**src/rtl/mem_boot_arbiter_pkg.sv**
```systemverilog
// Shared definitions for the boot/run memory arbiter: word and address widths,
// default memory depth and the boot phase encoding.
package mem_boot_arbiter_pkg;
    localparam int WORD_W    = 16;
    localparam int ADDR_W    = 16;
    localparam int MEM_DEPTH = 1024;

    typedef enum logic [1:0] {
        LOAD,
        CLEAR,
        RUN
    } boot_state_e;
endpackage

```
**src/rtl/mem_boot_arbiter_boot_sequencer.sv**
```systemverilog
// Boot sequencer: streams the loader image into memory from address 0, zero-fills
// the remainder, then raises done and stays idle until the next reset.
module boot_sequencer
    import mem_boot_arbiter_pkg::*;
#(
    parameter int DEPTH = MEM_DEPTH,
    parameter int AW    = ADDR_W,
    parameter int DW    = WORD_W
) (
    input  logic          clk,
    input  logic          rst_n,
    input  logic          ld_valid_i,
    input  logic [DW-1:0] ld_data_i,
    input  logic          ld_last_i,
    output logic          ld_ready_o,
    output logic          we_o,
    output logic [AW-1:0] addr_o,
    output logic [DW-1:0] wdata_o,
    output logic [AW-1:0] load_count_o,
    output logic          done_o
);
    localparam logic [AW-1:0] LAST_ADDR = AW'(DEPTH - 1);

    boot_state_e   state_q;
    logic [AW-1:0] ptr_q;
    logic [AW-1:0] count_q;
    logic          done_q;
    logic          accept;

    // ld_ready is qualified by rst_n so it drops the instant reset asserts
    assign ld_ready_o = rst_n && (state_q == LOAD);
    assign accept     = ld_valid_i && ld_ready_o;

    always_ff @(posedge clk or negedge rst_n) begin
        if (!rst_n) begin
            state_q <= LOAD;
            ptr_q   <= '0;
            count_q <= '0;
            done_q  <= 1'b0;
        end else begin
            case (state_q)
                LOAD: begin
                    if (accept) begin
                        ptr_q   <= ptr_q + 1'b1;
                        count_q <= count_q + 1'b1;
                        // A word landing in the top location ends the load, last or not
                        if (ptr_q == LAST_ADDR) begin
                            state_q <= RUN;
                            done_q  <= 1'b1;
                        end else if (ld_last_i) begin
                            state_q <= CLEAR;
                        end
                    end
                end
                CLEAR: begin
                    ptr_q <= ptr_q + 1'b1;
                    if (ptr_q == LAST_ADDR) begin
                        state_q <= RUN;
                        done_q  <= 1'b1;
                    end
                end
                default: ;
            endcase
        end
    end

    assign we_o         = accept || (state_q == CLEAR);
    assign addr_o       = ptr_q;
    assign wdata_o      = (state_q == CLEAR) ? '0 : ld_data_i;
    assign load_count_o = count_q;
    assign done_o       = done_q;
endmodule

```
**src/rtl/mem_boot_arbiter.sv**
```systemverilog
// Memory port owner: boot sequencer during boot, then the CPU with single-cycle
// debug grants interleaved so neither side can starve the other.
module mem_boot_arbiter
    import mem_boot_arbiter_pkg::*;
#(
    parameter int DEPTH = MEM_DEPTH,
    parameter int AW    = ADDR_W,
    parameter int DW    = WORD_W
) (
    input  logic          clk,
    input  logic          rst_n,
    input  logic          ld_valid_i,
    input  logic [DW-1:0] ld_data_i,
    input  logic          ld_last_i,
    output logic          ld_ready_o,
    input  logic [AW-1:0] cpu_addr_i,
    input  logic          cpu_we_i,
    input  logic [DW-1:0] cpu_wdata_i,
    output logic [DW-1:0] cpu_rdata_o,
    output logic          cpu_hold_o,
    output logic          cpu_stall_o,
    input  logic          dbg_req_i,
    input  logic          dbg_we_i,
    input  logic [AW-1:0] dbg_addr_i,
    input  logic [DW-1:0] dbg_wdata_i,
    output logic          dbg_gnt_o,
    output logic [DW-1:0] dbg_rdata_o,
    output logic          mem_we_o,
    output logic [AW-1:0] mem_addr_o,
    output logic [DW-1:0] mem_wdata_o,
    input  logic [DW-1:0] mem_rdata_i,
    output logic          boot_done_o,
    output logic [AW-1:0] load_count_o
);
    logic          seqWe;
    logic [AW-1:0] seqAddr;
    logic [DW-1:0] seqWdata;
    logic          bootDone;
    logic          dbgGnt_q;

    boot_sequencer #(
        .DEPTH(DEPTH),
        .AW   (AW),
        .DW   (DW)
    ) u_boot_sequencer (
        .clk         (clk),
        .rst_n       (rst_n),
        .ld_valid_i  (ld_valid_i),
        .ld_data_i   (ld_data_i),
        .ld_last_i   (ld_last_i),
        .ld_ready_o  (ld_ready_o),
        .we_o        (seqWe),
        .addr_o      (seqAddr),
        .wdata_o     (seqWdata),
        .load_count_o(load_count_o),
        .done_o      (bootDone)
    );

    // Masking with the current grant forces a CPU cycle after every debug cycle
    always_ff @(posedge clk or negedge rst_n) begin
        if (!rst_n) begin
            dbgGnt_q <= 1'b0;
        end else begin
            dbgGnt_q <= dbg_req_i && !dbgGnt_q && bootDone;
        end
    end

    always_comb begin
        mem_we_o    = seqWe;
        mem_addr_o  = seqAddr;
        mem_wdata_o = seqWdata;
        if (bootDone) begin
            if (dbgGnt_q) begin
                mem_we_o    = dbg_we_i;
                mem_addr_o  = dbg_addr_i;
                mem_wdata_o = dbg_wdata_i;
            end else begin
                mem_we_o    = cpu_we_i;
                mem_addr_o  = cpu_addr_i;
                mem_wdata_o = cpu_wdata_i;
            end
        end
    end

    assign cpu_rdata_o = mem_rdata_i;
    assign dbg_rdata_o = mem_rdata_i;
    assign cpu_hold_o  = !bootDone;
    assign boot_done_o = bootDone;
    assign cpu_stall_o = !bootDone || dbgGnt_q;
    assign dbg_gnt_o   = dbgGnt_q;
endmodule
```
**config.mk**
```make
export PLATFORM = sky130hd
export DESIGN_NAME = mem_boot_arbiter
export DESIGN_NICKNAME = d
export VERILOG_FILES = /design/src/rtl/mem_boot_arbiter_pkg.sv /design/src/rtl/mem_boot_arbiter_boot_sequencer.sv /design/src/rtl/mem_boot_arbiter.sv
export SDC_FILE = /design/constraint.sdc
export NUM_CORES = 1
export LEC_CHECK = 0
export CAP_MARGIN = 20
export CORE_MARGIN = 10
export CORE_UTILIZATION = 36
export CTS_BUF_LIST = sky130_fd_sc_hd__clkbuf_2
export DETAILED_ROUTE_END_ITERATION = 8
export GPL_ROUTABILITY_DRIVEN = 0
export PLACE_DENSITY = 0.94
export SYNTH_ARGS = -nofsm -noshare
export SYNTH_HDL_FRONTEND = slang
export SYNTH_SLANG_ARGS = --single-unit
```
**constraint.sdc**
```tcl
create_clock -name clk -period 1.6 [get_ports clk]
set_input_delay 0.32 -clock clk [delete_from_list [all_inputs] [get_ports clk]]
set_output_delay 0.32 -clock clk [all_outputs]
set_load 0.03 [all_outputs]
```
==> results of run 1 <==
path summary, 6_finish.rpt:
path                                                endpoint  slack, ns  depth (start not counted)
hold / removal              u_boot_sequencer.load_count_o[4]       0.33                          2
hold reg to reg            u_boot_sequencer.load_count_o[15]       0.49                          1
max in group asynchronous            u_boot_sequencer.done_o       0.77                          3
setup / recovery                             mem_wdata_o[14]      -0.41                          4
min in group clk                 u_boot_sequencer.state_q[0]       0.33                          3
setup reg to reg            u_boot_sequencer.load_count_o[6]      -0.09                          7
sequential cells by signal (all words and copies together), names as in the netlist:
name and count:
dbg_gnt_o 1, u_boot_sequencer.load_count_o 16, u_boot_sequencer.done_o 1, u_boot_sequencer.state_q 2, u_boot_sequencer.addr_o 16
routing by layer:
metal,vias to the layer above,GRT usage,wire (um)
li1,1241,-,-
met1,1264,0.184,3920
met2,92,0.325,5930
met3,34,0.0448,596
met4,0,0.0549,257
met5,-,0,0
power by group:
group          leakage (nW)  total (mW)  internal, mW  switching (mW)
combinational          1.57        1.66         0.802           0.857
clock                0.0390       0.601         0.261           0.340
sequential            0.456        1.22          1.05           0.168
worst register-to-register path: cells and delay by family (launching register included):
kind,cells,cell delay [ns]
and+or+nand+nor,3,0.59
DFF,1,0.48
buffers and inverters,3,0.44
xor gates and xnor gates,1,0.13
what timing repair did:
action | CTS | global route
cloned | 2 | 1
setup buffers | 4 | 7
gates resized for setup | 70 | 85
endpoints found under the setup margin | 55 | 69
hold buffers | 1 | 0
pin swaps | 3 | 15
hold endpoints to repair | 36 | 0
cell usage after synthesis, drive strengths merged:
cell type  number  area share
a21oi          20       0.040
a31o            1      0.0034
a41o            1      0.0038
a41oi           1      0.0034
and3            1      0.0024
and4            2      0.0067
and4bb          1      0.0063
buf            36        0.10
clkbuf          6      0.0087
dfrtp          36        0.35
ha              2      0.0096
inv             8       0.012
mux2            2      0.0087
mux2i          33        0.13
nand2          27       0.039
nand2b          1      0.0024
nand3           8       0.020
nand4           5       0.024
nand4b          2       0.013
nand4bb         1       0.011
nor2           26       0.038
nor2b           1      0.0024
nor3            9       0.019
nor3b           1      0.0029
nor4            5       0.020
o21ai          16       0.031
xnor2          14       0.047
xor2           16       0.054
through the flow:
step	TNS [ns]	power, mW	std cells	hold WS, ns	area, um^2
after global placement	-3.81	2.72	505	0.146	4240
after floorplan	-0.559	2.16	282	0.0244	2900
after CTS	-11.16	3.39	520	0.317	4560
after detailed placement	-5.96	2.79	505	0.153	4240
final	-12.59	3.47	525	0.332	4930
after global routing	-15.52	3.65	525	0.311	4930
layout make-up:
type	count	area, um^2	area share
Clock buffer	5	25.0	0.00508
Multi-Input combinational cell	196	2010	0.408
Tap cell	96	120	0.0244
Clock inverter	3	42.5	0.00863
Sequential cell	36	906	0.184
Inverter	8	33.8	0.00686
Timing Repair Buffer	181	1790	0.363
cell families (layout without fill, tap and decap cells):
kind of cell / count (synthesis) / after routing / synth area share
XOR/XNOR: 30 / 30 / 0.101
adder cells (fa/ha/maj): 2 / 2 / 0.00962
AO/OA/AOI/OAI: 39 / 39 / 0.0813
flip-flops: 36 / 36 / 0.346
multiplexers: 35 / 35 / 0.136
AND/OR/NAND/NOR: 90 / 90 / 0.206
buffers and inverters: 50 / 197 / 0.120
==> metrics.md, run 1 <==
| Metric | Value |
|---|---|
| Fin util | `0.713` |
| Critical Path AT | `~1.7 ns` |
| Sequential element share of the synthesized area | `0.346` |
| Rel. slew slack | `0.741` |
| CTS sink count | `36` |
| Power Density | `705 mW/mm^2` |
| Final setup viols | `between 40 and 50` |
| Initial core utilization | `0.377` |
| Commonest non-fill, non-tap cell in the layout | `clkdlybuf4s50_1` |
| CP Launch Type | `register` |
| RSZ-0062 raised after global routing | `yes` |
| Slowest cell on the critical path | `dfrtp_2` |
| Most frequent cells in the layout | `85 x clkdlybuf4s50_1, 38 x buf_4, 32 x buf_6, 32 x dfrtp_1, 23 x nor2_1` |
| Starting DRT DRC Count | `110` |
| Syn_area_per_cell | `slightly above 9 um^2` |
| Via count | `2631` |
| Final hold vios | `0` |
| Fill cells | `roughly 470` |
| Register clock-pin slew on the reported worst setup and hold paths | `roughly 0.22 ns` |
| Pre-antenna DRT Iters | `4` |
| Ys Warns | `0` |
| Post-synthesis instance total | `about 280` |
| Vias per std cell | `~5` |
| Largest net degree at the start of global routing | `21` |
| CTS max path bufs | `2` |
| FF-to-FF Start | `u_boot_sequencer.state_q[0]` |
| Die Y | `between 100 and 150 um` |
| Leakage Power | `2.06 nW` |
| Netlist cell types | `36` |
| Syn Std Cell Area | `~0.0026 mm^2` |
| DP Worst Slack | `-0.301 ns` |
| Worst min-delay path category | `primary input to async pin` |
| CP max FO | `11` |
| Critical path's largest stage delay | `around 0.54 ns` |
| Worst VDD drop | `0.000780 V` |
| Max frequency | `about 0.50 GHz` |
| Total gr overflow | `0` |
| Failing checks | `negative setup slack` |
| CTS root buffer | `clkbuf_2` |
| Req. time, crit path | `around 1.3 ns` |
| Synth Register Bits | `36` |
| Nets | `between 500 and 600` |
| Status | `finished, violations left` |
| # port buffers | `between 100 and 150` |
| Critical path's top delay family | `flip-flops` |
| Mapped Nets | `between 300 and 400` |
| Number of global-route vias before repair | `just under 3000` |
| Final ANT Viol Nets | `0` |
| H-tree levels | `2` |
| CTS tree | `yes` |
| WP buf/inv | `2` |
| Layout area overhead | `89.4%` |
| Critical path class | `register to output pin` |
| Final Cycle Share | `1.25` |
| Sequence of cells on the critical path | `buf_12 > mux2i_4 > o21ai_4 > buf_6` |
| Clk_lat worst skew | `0.42 ns` |
| Num CTS Buffers | `5` |
| Min Tclk post-route | `roughly 2 ns` |
| IO Pins | `about 190` |
| Hpwl dp | `7510 um` |
| Drt drc | `0` |
| Final setup margin | `-0.407 ns` |
| Wirelength, routed | `between 10000 and 15000 um` |
| Final slew viol count | `0` |
| First-pass GRT wire length | `15700 um` |
| Die X | `approximately 110 um` |
| Die area | `0.0110 mm^2` |
| Worst Setup SP | `dbg_gnt_o` |
| Worst slew pin tran | `0.388 ns` |
| Setup Skew | `0.0242 ns` |
| Core area | `roughly 0.0069 mm^2` |
| WL/cell | `roughly 20 um` |
| Share of cells above drive strength 1 | `0.443` |
| Initial antenna violation count | `0` |
| Site Rows | `30` |
| Worst Setup End Kind | `output pin` |
| GRT Total Usage | `0.173` |
| MaxCap Viol Count | `0` |
| Diodes inserted | `0` |
Note: power is estimated with default switching activity, not from simulation.
==> run 2: changes to the inputs <==
--- a/config.mk
+++ b/config.mk
@@ -9,6 +9,7 @@
 export CORE_MARGIN = 10
 export CORE_UTILIZATION = 36
 export CTS_BUF_LIST = sky130_fd_sc_hd__clkbuf_2
+export CTS_CLUSTER_SIZE = 10
 export DETAILED_ROUTE_END_ITERATION = 8
 export GPL_ROUTABILITY_DRIVEN = 0
 export PLACE_DENSITY = 0.94
==> results of run 2 <==
Same layout as run 1: the final DEF is identical, and so are final timing and power.
==> run 3: changes to the inputs <==
--- a/config.mk
+++ b/config.mk
@@ -6,7 +6,6 @@
 export NUM_CORES = 1
 export LEC_CHECK = 0
 export CAP_MARGIN = 20
-export CORE_MARGIN = 10
 export CORE_UTILIZATION = 36
 export CTS_BUF_LIST = sky130_fd_sc_hd__clkbuf_2
 export CTS_CLUSTER_SIZE = 10
==> metrics.md, run 3 (same netlist as run 1, synthesis figures left out) <==
| Metric | Value |
|---|---|
| Status | `finished, violations left` |
| Failing checks | `negative setup slack` |
| Hpwl dp | `6260 um (-17%)` |
| Sequence of cells on the critical path | `a21oi_4 > buf_6 > nand2_1 > o21ai_2 > buf_6` |
| Fill cells | `487 (+3.2%)` |
| Leakage Power | `1.96 nW (-5.1%)` |
| First-pass GRT wire length | `13400 um (-14%)` |
| Max frequency | `0.500 GHz (+0.41%)` |
| CTS root buffer | `clkbuf_2` |
| Register clock-pin slew on the reported worst setup and hold paths | `0.20 ns (-0.02 ns)` |
| Largest net degree at the start of global routing | `29 (+38%)` |
| CP Launch Type | `register` |
| Die X | `87.0 um (-17%)` |
| Final slew viol count | `0 (unchanged)` |
| Comb power frac | `0.492 (+0.015)` |
| Die Y | `87.0 um (-17%)` |
| Req. time, crit path | `1.28 ns (about the same)` |
| Final setup margin | `-0.399 ns (+0.00826 ns)` |
| Most frequent cells in the layout | `85 x clkdlybuf4s50_1, 36 x buf_6, 31 x dfrtp_1` |
| Sequential share of power | `0.378 (+0.028)` |
| Clock power frac | `0.130 (-0.043)` |
| Hold Path Depth | `4` |
| Initial core utilization | `0.379 (+0.00206)` |
| Psw | `1.34 mW (-1.6%)` |
| MaxCap Viol Count | `0 (unchanged)` |
| Diodes inserted | `0 (unchanged)` |
| Register-to-register setup slack | `-0.08 ns (about the same)` |
| Critical path destination | `mem_wdata_o[1]` |
| Core area | `0.00687 mm^2 (-0.54%)` |
| Worst slew pin tran | `0.388 ns (-0.000190 ns)` |
| # port buffers | `140 (unchanged)` |
| Final Cycle Share | `1.25 (-0.00517)` |
| Worst VDD drop | `0.000761 V (-2.5%)` |
| Nets | `527 (-1.1%)` |
| RR Endpoint | `u_boot_sequencer.addr_o[5]` |
| CTS tree | `yes` |
| Site Rows | `30 (unchanged)` |
| CTS sink count | `36 (unchanged)` |
| Worst min-delay path category | `primary input to register` |
| Drt drc | `0 (unchanged)` |
| Total gr overflow | `0 (unchanged)` |
| Final ANT Viol Nets | `0 (unchanged)` |
| WL/cell | `18.2 um (-11%)` |
| Switching Share | `0.409 (+0.0163)` |
| Critical path's largest stage delay | `0.54 ns (about the same)` |
| FF-to-FF Start | `u_boot_sequencer.state_q[1]` |
| Rel. slew slack | `0.740 (about the same)` |
| Initial antenna violation count | `0 (unchanged)` |
| Tot Pwr | `3.28 mW (-5.5%)` |
| Worst Setup End Kind | `output pin` |
| R2R depth | `6 (-1)` |
| Starting DRT DRC Count | `94 (-15%)` |
| Clk_lat worst skew | `0.40 ns (-0.02 ns)` |
| Share of cells above drive strength 1 | `0.447 (+0.00392)` |
| Final setup viols | `43 (-12%)` |
| Die area | `0.00757 mm^2 (-31%)` |
| H-tree levels | `2 (unchanged)` |
| Wirelength, routed | `9440 um (-12%)` |
| Power Density | `683 mW/mm^2 (-3.2%)` |
| Layout area overhead | `84.8%` |
| DP Worst Slack | `-0.283 ns (+0.0179 ns)` |
| Num CTS Buffers | `5 (unchanged)` |
| Critical Path AT | `1.68 ns (about the same)` |
| Vias per std cell | `5.18 (+3.3%)` |
| Via count | `2687 (+2.1%)` |
| Most numerous cell on the critical path | `buf_6` |
| Number of global-route vias before repair | `2790 (-3.4%)` |
| IO Pins | `189 (unchanged)` |
| RSZ-0062 raised after global routing | `yes` |
| Worst Setup SP | `u_boot_sequencer.done_o` |
| CP max FO | `8 (-3)` |
| Setup Skew | `0.0162 ns (-0.00800 ns)` |
| Critical path class | `register to output pin` |
| CTS max path bufs | `2 (unchanged)` |
| Pre-antenna DRT Iters | `6 (+2)` |
| Min Tclk post-route | `2.00 ns (-0.00826 ns)` |
| Final hold vios | `0 (unchanged)` |
| Commonest non-fill, non-tap cell in the layout | `clkdlybuf4s50_1` |
| Slowest cell on the critical path | `dfrtp_2` |
| GRT Total Usage | `0.231 (+0.0577)` |
| Internal | `1.94 mW (-8.1%)` |
run 3: cell count changes in the layout (fill, tap and decap cells not counted), moves of 3 or more:
cell           before  now
nor2_2              1    5
nand2_1            21   16
buf_12              7    4
dlygate4sd2_1       3    6
buf_6              32   36
buf_4              38   28
nor2_1             23   19
mux2i_1            10   14
nor3_4              6    2
nor3_2              0    5
nand2_2             5   10
run 3: critical path: cells and delay by family, from the launching register on:
family | cells | cell delay (ns)
flip-flops | 1 | 0.54
buffers and inverters | 2 | 0.35
AO/OA/AOI/OAI | 2 | 0.28
AND/OR/NAND/NOR | 1 | 0.10
run 3: area by class of cell:
type / count / area, um^2 / area share
clock buffer: 6 / 30.0 / 0.00625
tap: 96 / 120 / 0.0250
multi-input combinational: 196 / 1980 / 0.413
sequential: 36 / 907 / 0.189
inverter: 8 / 33.8 / 0.00703
timing repair buffer: 175 / 1720 / 0.359
clock inverter: 2 / 7.51 / 0.00156
run 3: layer usage:
metal / vias up / track usage / part of all wire
li1: 1232 / - / -
met1: 1309 / 0.237 / 0.36
met2: 113 / 0.447 / 0.54
met3: 33 / 0.0673 / 0.068
met4: 0 / 0.0712 / 0.032
met5: - / 0 / 0
run 3: worst min-delay path by stage:
stage / slack, ns / to / from
CTS: 0.41 / u_boot_sequencer.state_q[0] / rst_n
finish: 0.40 / u_boot_sequencer.state_q[0] / rst_n
global placement: 0.31 / u_boot_sequencer.state_q[0] / rst_n
floorplan: 0.02 / dbg_gnt_o / rst_n
detailed placement: 0.31 / u_boot_sequencer.state_q[1] / rst_n
global route: 0.39 / dbg_gnt_o / dbg_req_i
run 3: what timing repair did:
item / CTS / global route
pin swaps: 9 / 5
hold buffers: 2 / 0
cloned: 1 / 1
resized for setup: 87 / 72
endpoints found under the hold margin: 36 / 0
endpoints found under the setup margin: 53 / 67
setup buffers: 4 / 1
run 3: power groups by stage:
stage                     registers, mW  clock network (mW)  logic [mW]
after floorplan                    1.35                   0       0.812
after global placement             1.24                   0        1.45
after detailed placement           1.25                   0        1.50
after CTS                          1.23               0.422        1.54
after global routing               1.26               0.474        1.71
final                              1.24               0.427        1.61
run 3: per-stage QoR:
step	hold WS (ns)	instances	utilization	area, um^2	setup TNS, ns
2_1_floorplan	0.0244	282	-	2900	-0.559
3_3_place_gp	0.310	504	0.615	4230	-3.93
3_5_place_dp	0.314	504	0.615	4230	-5.22
4_1_cts	0.412	517	0.662	4550	-10.31
5_1_grt	0.387	519	0.700	4810	-16.22
6_report	0.399	519	0.700	4810	-11.87
